`config.mk`:
```
export PLATFORM = sky130hd
export DESIGN_NAME = pipeline_memstage_ctrl
export DESIGN_NICKNAME = d
export VERILOG_FILES = /design/src/rtl/cpu_types_pkg.sv /design/src/rtl/pipeline_memstage_ctrl.sv
export SDC_FILE = /design/constraint.sdc
export NUM_CORES = 1
export LEC_CHECK = 0
export CAP_MARGIN = 5
export CORE_MARGIN = 4
export CORE_UTILIZATION = 41
export DETAILED_ROUTE_END_ITERATION = 10
export GPL_TIMING_DRIVEN = 0
export PLACE_DENSITY = 0.76
export SETUP_SLACK_MARGIN = 0.3
export SLEW_MARGIN = 10
export SYNTH_ARGS = -nofsm -noshare
export SYNTH_HDL_FRONTEND = slang
export SYNTH_SLANG_ARGS = --single-unit
```
`constraint.sdc`:
```
create_clock -name CLK -period 2.11 [get_ports CLK]
set_input_delay 0.5275 -clock CLK [delete_from_list [all_inputs] [get_ports CLK]]
set_output_delay 0.5275 -clock CLK [all_outputs]
set_load 0.01 [all_outputs]
```
`src/rtl/cpu_types_pkg.sv`:
```
// Shared CPU datapath types: machine word, memory-stage controller states and
// the mask used to force data-cache addresses onto word boundaries.
package cpu_types_pkg;

  typedef logic [31:0] word_t;

  typedef enum logic [1:0] {
    IDLE   = 2'd0,
    ACCESS = 2'd1,
    DONE   = 2'd2,
    HALTED = 2'd3
  } memstate_t;

  localparam word_t WORD_ALIGN_MASK = 32'hFFFF_FFFC;

  function automatic word_t wordAlign(input word_t addr);
    return addr & WORD_ALIGN_MASK;
  endfunction

endpackage

```
`src/rtl/pipeline_memstage_ctrl.sv`:
```
// Memory-stage controller at the consumer end of the EX/MEM latch: issues one
// data-cache request per latched instruction, stalls the pipe until dhit, and sequences halt.
module pipeline_memstage_ctrl
  import cpu_types_pkg::*;
#(
  parameter int unsigned TIMEOUT = 64
) (
  input  logic  CLK,
  input  logic  nRST,
  input  logic  dmemREN_dl,
  input  logic  dmemWEN_dl,
  input  word_t porto_l,
  input  word_t portb_dl,
  input  logic  halt_dl,
  input  logic  pipe_en,
  input  logic  flush,
  input  logic  dhit,
  input  word_t dmemload,
  output logic  dmemREN,
  output logic  dmemWEN,
  output word_t dmemaddr,
  output word_t dmemstore,
  output logic  mem_stall,
  output word_t memload_l,
  output logic  halt,
  output logic  err_timeout
);

  localparam logic [7:0] TIMEOUT_L = 8'(TIMEOUT);

  memstate_t  r_state;
  logic [7:0] r_timer;
  logic       r_ren;
  logic       r_wen;
  word_t      r_addr;
  word_t      r_store;
  word_t      r_memload;
  logic       r_halt;
  logic       r_err;

  logic       w_memReq;
  logic       w_issue;
  logic       w_enterHalt;
  logic [7:0] w_timerNext;

  // Issue and halt decisions are only made in IDLE, so DONE can never re-issue
  // the instruction still sitting in the latch while the pipe is held.
  always_comb begin
    w_memReq    = dmemREN_dl | dmemWEN_dl;
    w_issue     = (r_state == IDLE) & w_memReq & ~flush;
    w_enterHalt = (r_state == IDLE) & halt_dl & ~w_memReq & ~flush;
    w_timerNext = (r_timer == 8'hFF) ? r_timer : r_timer + 8'd1;
    mem_stall   = w_issue | (r_state == ACCESS) | (r_state == HALTED);
  end

  always_ff @(posedge CLK or negedge nRST) begin
    if (!nRST) begin
      r_state   <= IDLE;
      r_timer   <= '0;
      r_ren     <= 1'b0;
      r_wen     <= 1'b0;
      r_addr    <= '0;
      r_store   <= '0;
      r_memload <= '0;
      r_halt    <= 1'b0;
      r_err     <= 1'b0;
    end else begin
      case (r_state)
        IDLE: begin
          if (w_issue) begin
            r_state <= ACCESS;
            r_ren   <= dmemREN_dl;
            r_wen   <= dmemWEN_dl & ~dmemREN_dl;
            r_addr  <= wordAlign(porto_l);
            r_store <= portb_dl;
            r_timer <= '0;
          end else if (w_enterHalt) begin
            r_state <= HALTED;
            r_halt  <= 1'b1;
          end
        end
        // Flush is deliberately not looked at here: a started access always completes.
        ACCESS: begin
          if (dhit) begin
            r_ren   <= 1'b0;
            r_wen   <= 1'b0;
            r_state <= DONE;
            if (r_ren) begin
              r_memload <= dmemload;
            end
          end else begin
            r_timer <= w_timerNext;
            if (w_timerNext >= TIMEOUT_L) begin
              r_err <= 1'b1;
            end
          end
        end
        DONE: begin
          if (pipe_en) begin
            r_state <= IDLE;
          end
        end
        HALTED: begin
          r_state <= HALTED;
        end
        default: begin
          r_state <= IDLE;
        end
      endcase
    end
  end

  assign dmemREN     = r_ren;
  assign dmemWEN     = r_wen;
  assign dmemaddr    = r_addr;
  assign dmemstore   = r_store;
  assign memload_l   = r_memload;
  assign halt        = r_halt;
  assign err_timeout = r_err;

endmodule

```
After elaboration in Yosys (flattened, before gate mapping)
Index checks and enable logic that the tools add are counted.

Equal/unequal tests: 9. Add/subtract/negate cells: 1. Reductions and logical operators: 9. Muxes and demuxes: 14. Order comparisons: 1. Bitwise operators: 14.

Operator list (number): $mux W8 (3); $reduce_and A3 Y1 (6); $pmux W8 S2 (1); $add A8 B1 Y8 const B (1); $eq A8 B8 Y1 const B (1); $ge A8 B7 Y1 const B (1); $mux W2 (4); $ne A2 B2 Y1 const B (4); $pmux W2 S4 (1); $and A1 B1 Y1 (6); $not A1 Y1 (5); $eq A2 B2 Y1 const B (2); $pmux W1 S2 (2); $mux W1 (3); $ne A3 B3 Y1 const B (1); $or A1 B1 Y1 (3); $eq A2 B1 Y1 const B (1); $logic_not A2 Y1 (1); $reduce_and A2 Y1 (1); $reduce_bool A2 Y1 (1).

Register bits after elaboration: 108. Output and inout port bits: 101. Input bits: 104.

Depth between registers and ports, before layout
Gate-level depths: netlist of the first run.

Depth after elaboration: 7. Gate-level depth with buffers: 8. Depth with buffers taken out: 6.

Least setup slack after synthesis of the first run
OpenSTA, ideal clock, no wires.

Kind: reg-to-output. Start point: register r_state[0]. End point: output port mem_stall. Path buffers: 0. Arrival: 1.346 ns. Setup slack: 0.236 ns. Stages on the path, launching flop included: 6. Cells stage by stage: dfrtp_1 -> inv_1 -> ha_1 -> nand2b_2 -> nor2_1 -> or3_1.

Word-level cells in the longest chain between the ends: 5. Elaborated cells on any way between the ends: 7.

Ends and longest elaborated chain: start, declared (RTL line pipeline_memstage_ctrl.sv:31) `memstate_t r_state;`; start signal, assigned (RTL line pipeline_memstage_ctrl.sv:58) `r_state <= IDLE;`; start signal, assigned (RTL line pipeline_memstage_ctrl.sv:71) `r_state <= ACCESS;`; start signal, assigned (RTL line pipeline_memstage_ctrl.sv:78) `r_state <= HALTED;`; $logic_not A2 Y1 (RTL line pipeline_memstage_ctrl.sv:50) `w_issue = (r_state == IDLE) & w_memReq & ~flush;`; $and A1 B1 Y1 (2 in series) (RTL line pipeline_memstage_ctrl.sv:50); $or A1 B1 Y1 (RTL line pipeline_memstage_ctrl.sv:53) `mem_stall = w_issue | (r_state == ACCESS) | (r_state == HALTED);`; $or A1 B1 Y1 (*) (RTL line pipeline_memstage_ctrl.sv:53); end, declared (RTL line pipeline_memstage_ctrl.sv:23) `output logic mem_stall,`.

Mark *: on every way between the ends. The rest lies on a longest branch, timed or not.

Final worst setup path of the first run
Start point: register r_state[1]. End point: output port mem_stall.

The elaborated chain is that of the path after synthesis.

==> results.yml, run 1 <==
power_and_ir_drop:
  p_int_mw: 3.075
  swShare_pct: 19.94
  power.total_mw: 3.840
  p_leak_nw: 4.337
  p_comb_share_pct: 6.8
  p_seq_share_pct: 54.0
  p_per_area_nw_per_um2: 526.7
  ir_worst_vdd_mv: 0.4326
  clkPwrFrac_pct: 39.3
  p_sw_mw: 0.7658
yosys:
  yosysWarningCount: 0
  synth_most_common_cell: "nand2_1"
  yosysSeqAreaShare_pct: 61.22
  synthFlopType: "dfrtp_1"
  synth_top_area_cell: "dfrtp_1"
  synth-seq-cells: 108
  synth_cell_types: 35
  syn_inst: 435
  synthArstFlopShare_pct: 100.0
  synth_area_leaders: "dfrtp_1 61%, nand2_1 17%, mux2_2 7.7%, ha_1 1.7%, mux2i_1 1.4%"
  yosys-top-cells-count: "195 x nand2_1, 108 x dfrtp_1, 30 x mux2_2, 11 x clkbuf_1, 10 x o21ai_0"
  syn_area_per_cell_um2: 10.15
  syn_area_um2: 4414
  yosysTopAreaCellShare_pct: 61.22
  synth_edf_count: 0
setup_path:
  end_kind: "output port"
  crit_fanout: 3
  critPathKind: "flip-flop to output port"
  worst_ep_arrival_time_ns: 1.61
  crit_required_ns: 1.58
  cp-start-kind: "flip-flop"
outcome:
  violations: "negative setup slack"
  status: "finished with violations"
route:
  vias: 3882
  viasPerCell: 4.804
  ant_nets: 0
  drt_wl_total_mm: 12.77
  drc: 0
  wl_per_cell_um: 15.80
  initialDrtViolationCount: 219
  drt_pass1_iterations: 4
cells_and_area:
  drive_above_1_share_pct: 16.96
  diodes: 0
  syn2layout_area_growth_pct: 65.19
  final_area_um2: 7292
  nets: 777
die:
  io_pins: 205
  start_util_pct: 42.38
  core_um2: 10420
  die_x_um: 111.8
  die_h_um: 111.8
  dieArea_um2: 12490
  rows: 37
cts:
  worstSkewPairLatency_ns: 0.37
  cts_buffers: 9
  root_buffer: "clkbuf_8"
  htreeDepth: 3
  clkTransAtPathRegs_ns: 0.10
  cts_sinks: 108
  clockBufferDepth: 2
  cts_tree: "built"
timing:
  rsz0062_at_grt: "yes"
  setup_ws_ns: -0.02902
  period_share_pct: 101.4
  maxSlewViolCount: 0
  slew_headroom_pct: 61.30
  whs_ns: 0.4776
  max_freq_mhz: 467.5
  hold_viol: 0
  fin_worst_skew_ns: 0.009235
  worst_slew_pin_slew_ns: 0.5773
  period_needed_ns: 2.139
  setup_viol: 1
grt:
  antenna_found_initial: 0
  grt_pass1_wl_mm: 19.71
  grt_max_degree: 89
  grt_pass1_vias: 3968
  gr-total-overflow: 0
  grt_use_total_pct: 19.59
min_path:
  hp-class: "flip-flop to flip-flop"
placement:
  hpwl_mm: 9.203
  gp_congestion: 0.8259
  place_ws_ns: -0.8017
  portBuffers: 200
  placed_area_um2: 6624
job:
  drv_cap: 0
==> layout by cell type (no fill, tap or decap), types with 7 or more instances in the layout <==
cell type and count:
dlygate4sd2_1 81, nand2_1 194, buf_4 12, clkbuf_8 10, dfrtp_1 106, clkdlybuf4s50_1 97
dlymetal6s2s_1 20, clkbuf_2 9, mux2_4 10, mux2_2 22, buf_6 7
==> power groups by stage <==
stage | clock [mW] | combinational (mW) | sequential (mW)
floorplan | 0 | 0.0137 | 2.11
global placement | 0 | 0.244 | 2.11
detailed placement | 0 | 0.254 | 2.11
CTS | 1.55 | 0.259 | 2.07
global route | 1.66 | 0.281 | 2.07
finish | 1.51 | 0.260 | 2.07
==> critical path, stage by stage (launching register included) <==
cell and delay [ns]:
dfrtp_1 0.40, inv_2 0.08, ha_4 0.17, buf_8 0.11
or3_1 0.34, buf_2 0.15
==> state kept, by name, indices dropped and copies added (netlist names) <==
signal       flops
r_timer          8
halt             1
r_state          2
dmemaddr        30
err_timeout      1
dmemstore       32
dmemWEN          1
memload_l       32
dmemREN          1
==> through the flow <==
| stage | TNS, ns | cells | util, % |
|---|---|---|---|
| 2_1_floorplan | 0 | 436 | - |
| 5_1_grt | -0.1014 | 808 | 70.01 |
| 3_3_place_gp | -398.35 | 772 | 63.32 |
| 3_5_place_dp | -22.24 | 773 | 63.59 |
| 4_1_cts | -0.1104 | 798 | 66.73 |
| 6_report | -0.02902 | 808 | 70.01 |
==> logic make-up after synthesis <==
| kind of cell | after synthesis | synth area share (%) |
|---|---|---|
| AO/OA/AOI/OAI | 25 | 3.543 |
| multiplexers | 39 | 9.779 |
| AND/OR/NAND/NOR | 231 | 21.23 |
| buffers and inverters | 25 | 2.438 |
| adder cells (fa/ha/maj) | 6 | 1.701 |
| flip-flops | 108 | 61.22 |
| other | 1 | 0.08495 |
==> cell type report <==
cell class	count	area, um2
plain buffers	20	182.7
clock buffers	11	141.4
clock inverters	5	107.6
fillers	764	3124
inverters	5	18.77
multi-input cells	303	1782
flip-flops and latches	108	2705
well taps	136	170.2
repair buffers	220	2185
==> what timing repair did <==
| item | in CTS | in global routing |
|---|---|---|
| hold endpoints to repair | 20 | 0 |
| buffers inserted | 8 | 6 |
| hold buffers | 1 | 0 |
| endpoints found under the setup margin | 177 | 115 |
| pin swaps | 6 | 6 |
| cloned | 0 | 4 |
| gates resized for setup | 117 | 85 |
==> metal layers <==
layer / global-route usage, % / part of all wire [%] / vias to the layer above / routed length (um)
met5: 0 / 0 / - / 0
met4: 6.975 / 2.3 / 0 / 299
met3: 6.630 / 7.9 / 24 / 1014
li1: - / - / 1873 / -
met1: 23.33 / 42 / 1830 / 5326
met2: 33.09 / 48 / 155 / 6127
==> worst paths after layout <==
check | startpoint | to | slack (ns) | depth (start not counted)
setup / recovery | r_state[1] | mem_stall | -0.03 | 5
hold / removal | dmemstore[0] | dmemstore[0] | 0.48 | 2
setup reg to reg | r_state[0] | r_timer[0] | 0.18 | 8
hold reg to reg | dmemstore[0] | dmemstore[0] | 0.48 | 2
max in group asynchronous | nRST | memload_l[27] | 0.87 | 3
min in group asynchronous | nRST | err_timeout | 0.57 | 2
Note: power is estimated with default switching activity, not from simulation.
==> inputs of run 2 (changes only) <==
CELL_PAD_IN_SITES_DETAIL_PLACEMENT = 1   (was unset)
CELL_PAD_IN_SITES_GLOBAL_PLACEMENT = 1   (was unset)
CORE_UTILIZATION = 30   (was 41)
==> run 2 against run 1 <==
The run still ends with negative setup slack left; total power increased by 9.3%; via count rose by 4.6%; setup slack lost 0.012 ns.
==> results.yml, run 2 (synthesized netlist as in run 1, its figures left out) <==
grt:
  gr-total-overflow: 0
  antenna_found_initial: 0
  grt_pass1_wl_mm: 23.09
  grt_use_total_pct: 17.57
  grt_pass1_vias: 4435
  grt_max_degree: 56
cts:
  clockBufferDepth: 2
  cts_buffers: 9
  htreeDepth: 3
  worstSkewPairLatency_ns: 0.35
  cts_sinks: 108
  root_buffer: "clkbuf_16"
  clkTransAtPathRegs_ns: 0.07
  cts_tree: "built"
timing:
  hold_viol: 0
  rsz0062_at_grt: "yes"
  period_needed_ns: 2.151
  slew_headroom_pct: 62.07
  period_share_pct: 101.9
  worst_slew_pin_slew_ns: 0.5671
  max_freq_mhz: 464.9
  fin_worst_skew_ns: 0.006108
  maxSlewViolCount: 0
  setup_ws_ns: -0.04106
  setup_viol: 1
cells_and_area:
  drive_above_1_share_pct: 19.24
  layout_commonest_cell: "nand2_1"
  final_area_um2: 7810
  final_cell_mix: "194 x nand2_1, 112 x clkdlybuf4s50_1, 106 x dfrtp_1, 47 x dlymetal6s2s_1, 39 x dlygate4sd2_1"
  nFillCells: 1565
  syn2layout_area_growth_pct: 76.93
  diodes: 0
  nets: 786
die:
  core_um2: 14480
  die_x_um: 129.3
  die_h_um: 129.3
  rows: 44
  start_util_pct: 30.49
  io_pins: 205
  dieArea_um2: 16720
power_and_ir_drop:
  p_per_area_nw_per_um2: 537.4
  ir_worst_vdd_mv: 0.4356
  power.total_mw: 4.197
  p_leak_nw: 4.818
route:
  wl_per_cell_um: 17.94
  drt_pass1_iterations: 4
  drt_wl_total_mm: 15.52
  viasPerCell: 4.692
  ant_nets: 0
  initialDrtViolationCount: 133
  vias: 4059
  drc: 0
setup_path:
  cp-start-kind: "flip-flop"
  critPathKind: "flip-flop to output port"
  crit_fanout: 3
  cp_slowest_stage_delay_ns: 0.43
  slowest_stage: "dfrtp_2"
  end_kind: "output port"
  path_cells: "inv_2 -> ha_4 -> nand2b_4 -> nor2_4 -> or3_4 -> buf_6"
  crit_required_ns: 1.58
  worst_ep_arrival_time_ns: 1.62
job:
  drv_cap: 0
placement:
  gp_congestion: 0.8101
  portBuffers: 200
  hpwl_mm: 10.73
  placed_area_um2: 6684
outcome:
  status: "finished with violations"
  violations: "negative setup slack"
min_path:
  hp-class: "input pin to async pin"
==> run 2: layer usage <==
metal  global-route usage [%]  part of all wire (%)  routed length, um
met5                        0                     0                  0
met4                    6.671                   2.4                369
met3                    5.565                   7.9               1230
met2                    30.58                    50               7763
met1                    20.19                    40               6151
==> run 2: worst paths after layout <==
kind	end	slack, ns	startpoint	cells past startpoint
worst max-delay path	mem_stall	-0.04	r_state[0]	6
worst min-delay path	dmemaddr[14]	0.13	nRST	1
worst max register to register	r_timer[0]	0.13	r_state[0]	8
worst min register to register	dmemaddr[18]	0.47	dmemaddr[18]	2
max in group asynchronous	memload_l[13]	1.32	nRST	2
min in group CLK	dmemaddr[18]	0.47	dmemaddr[18]	2
==> run 2: critical path: cells and delay by family (launching register included) <==
kind                       cells  cell delay [ns]
adders and majority gates      1             0.18
buffers and inverters          2             0.20
DFF                            1             0.43
and+or+nand+nor                3             0.46
==> run 2: metrics by stage <==
stage / cells / utilization (%) / setup TNS, ns / setup slack (ns) / hold slack (ns)
2_1_floorplan: 436 / - / 0 / 0.3310 / 0.2319
3_3_place_gp: 820 / 45.96 / -421.42 / -3.715 / 0.4571
3_5_place_dp: 821 / 46.16 / -26.52 / -0.8275 / 0.4623
4_1_cts: 853 / 50.32 / -0.06189 / -0.06189 / 0.1460
5_1_grt: 865 / 53.94 / -0.08788 / -0.08788 / 0.1622
6_report: 865 / 53.94 / -0.04106 / -0.04106 / 0.1330
==> run 2: cell type report <==
type / instances / area [um2] / share of cell area (%)
plain buffers: 20 / 172.7 / 2.211
repair buffers: 229 / 2417 / 30.95
well taps: 184 / 230.2 / 2.948
clock buffers: 10 / 229.0 / 2.932
inverters: 5 / 18.77 / 0.2403
multi-input cells: 303 / 1941 / 24.85
flip-flops and latches: 108 / 2705 / 34.64
clock inverters: 6 / 96.34 / 1.234
==> run 2: what timing repair did <==
action	in CTS	in global routing
pin swaps	12	4
hold buffers	0	0
resized for setup	96	128
buffers inserted	15	9
endpoints found under the setup margin	135	149
hold endpoints to repair	0	0
gates cloned	1	3
==> run 2: report_power, final <==
| group | switching, mW | internal [mW] | total, mW |
|---|---|---|---|
| registers | 0.00213 | 2.07 | 2.07 |
| clock network | 0.803 | 1.06 | 1.86 |
| logic | 0.0877 | 0.177 | 0.265 |
| total | 0.893 | 3.30 | 4.20 |
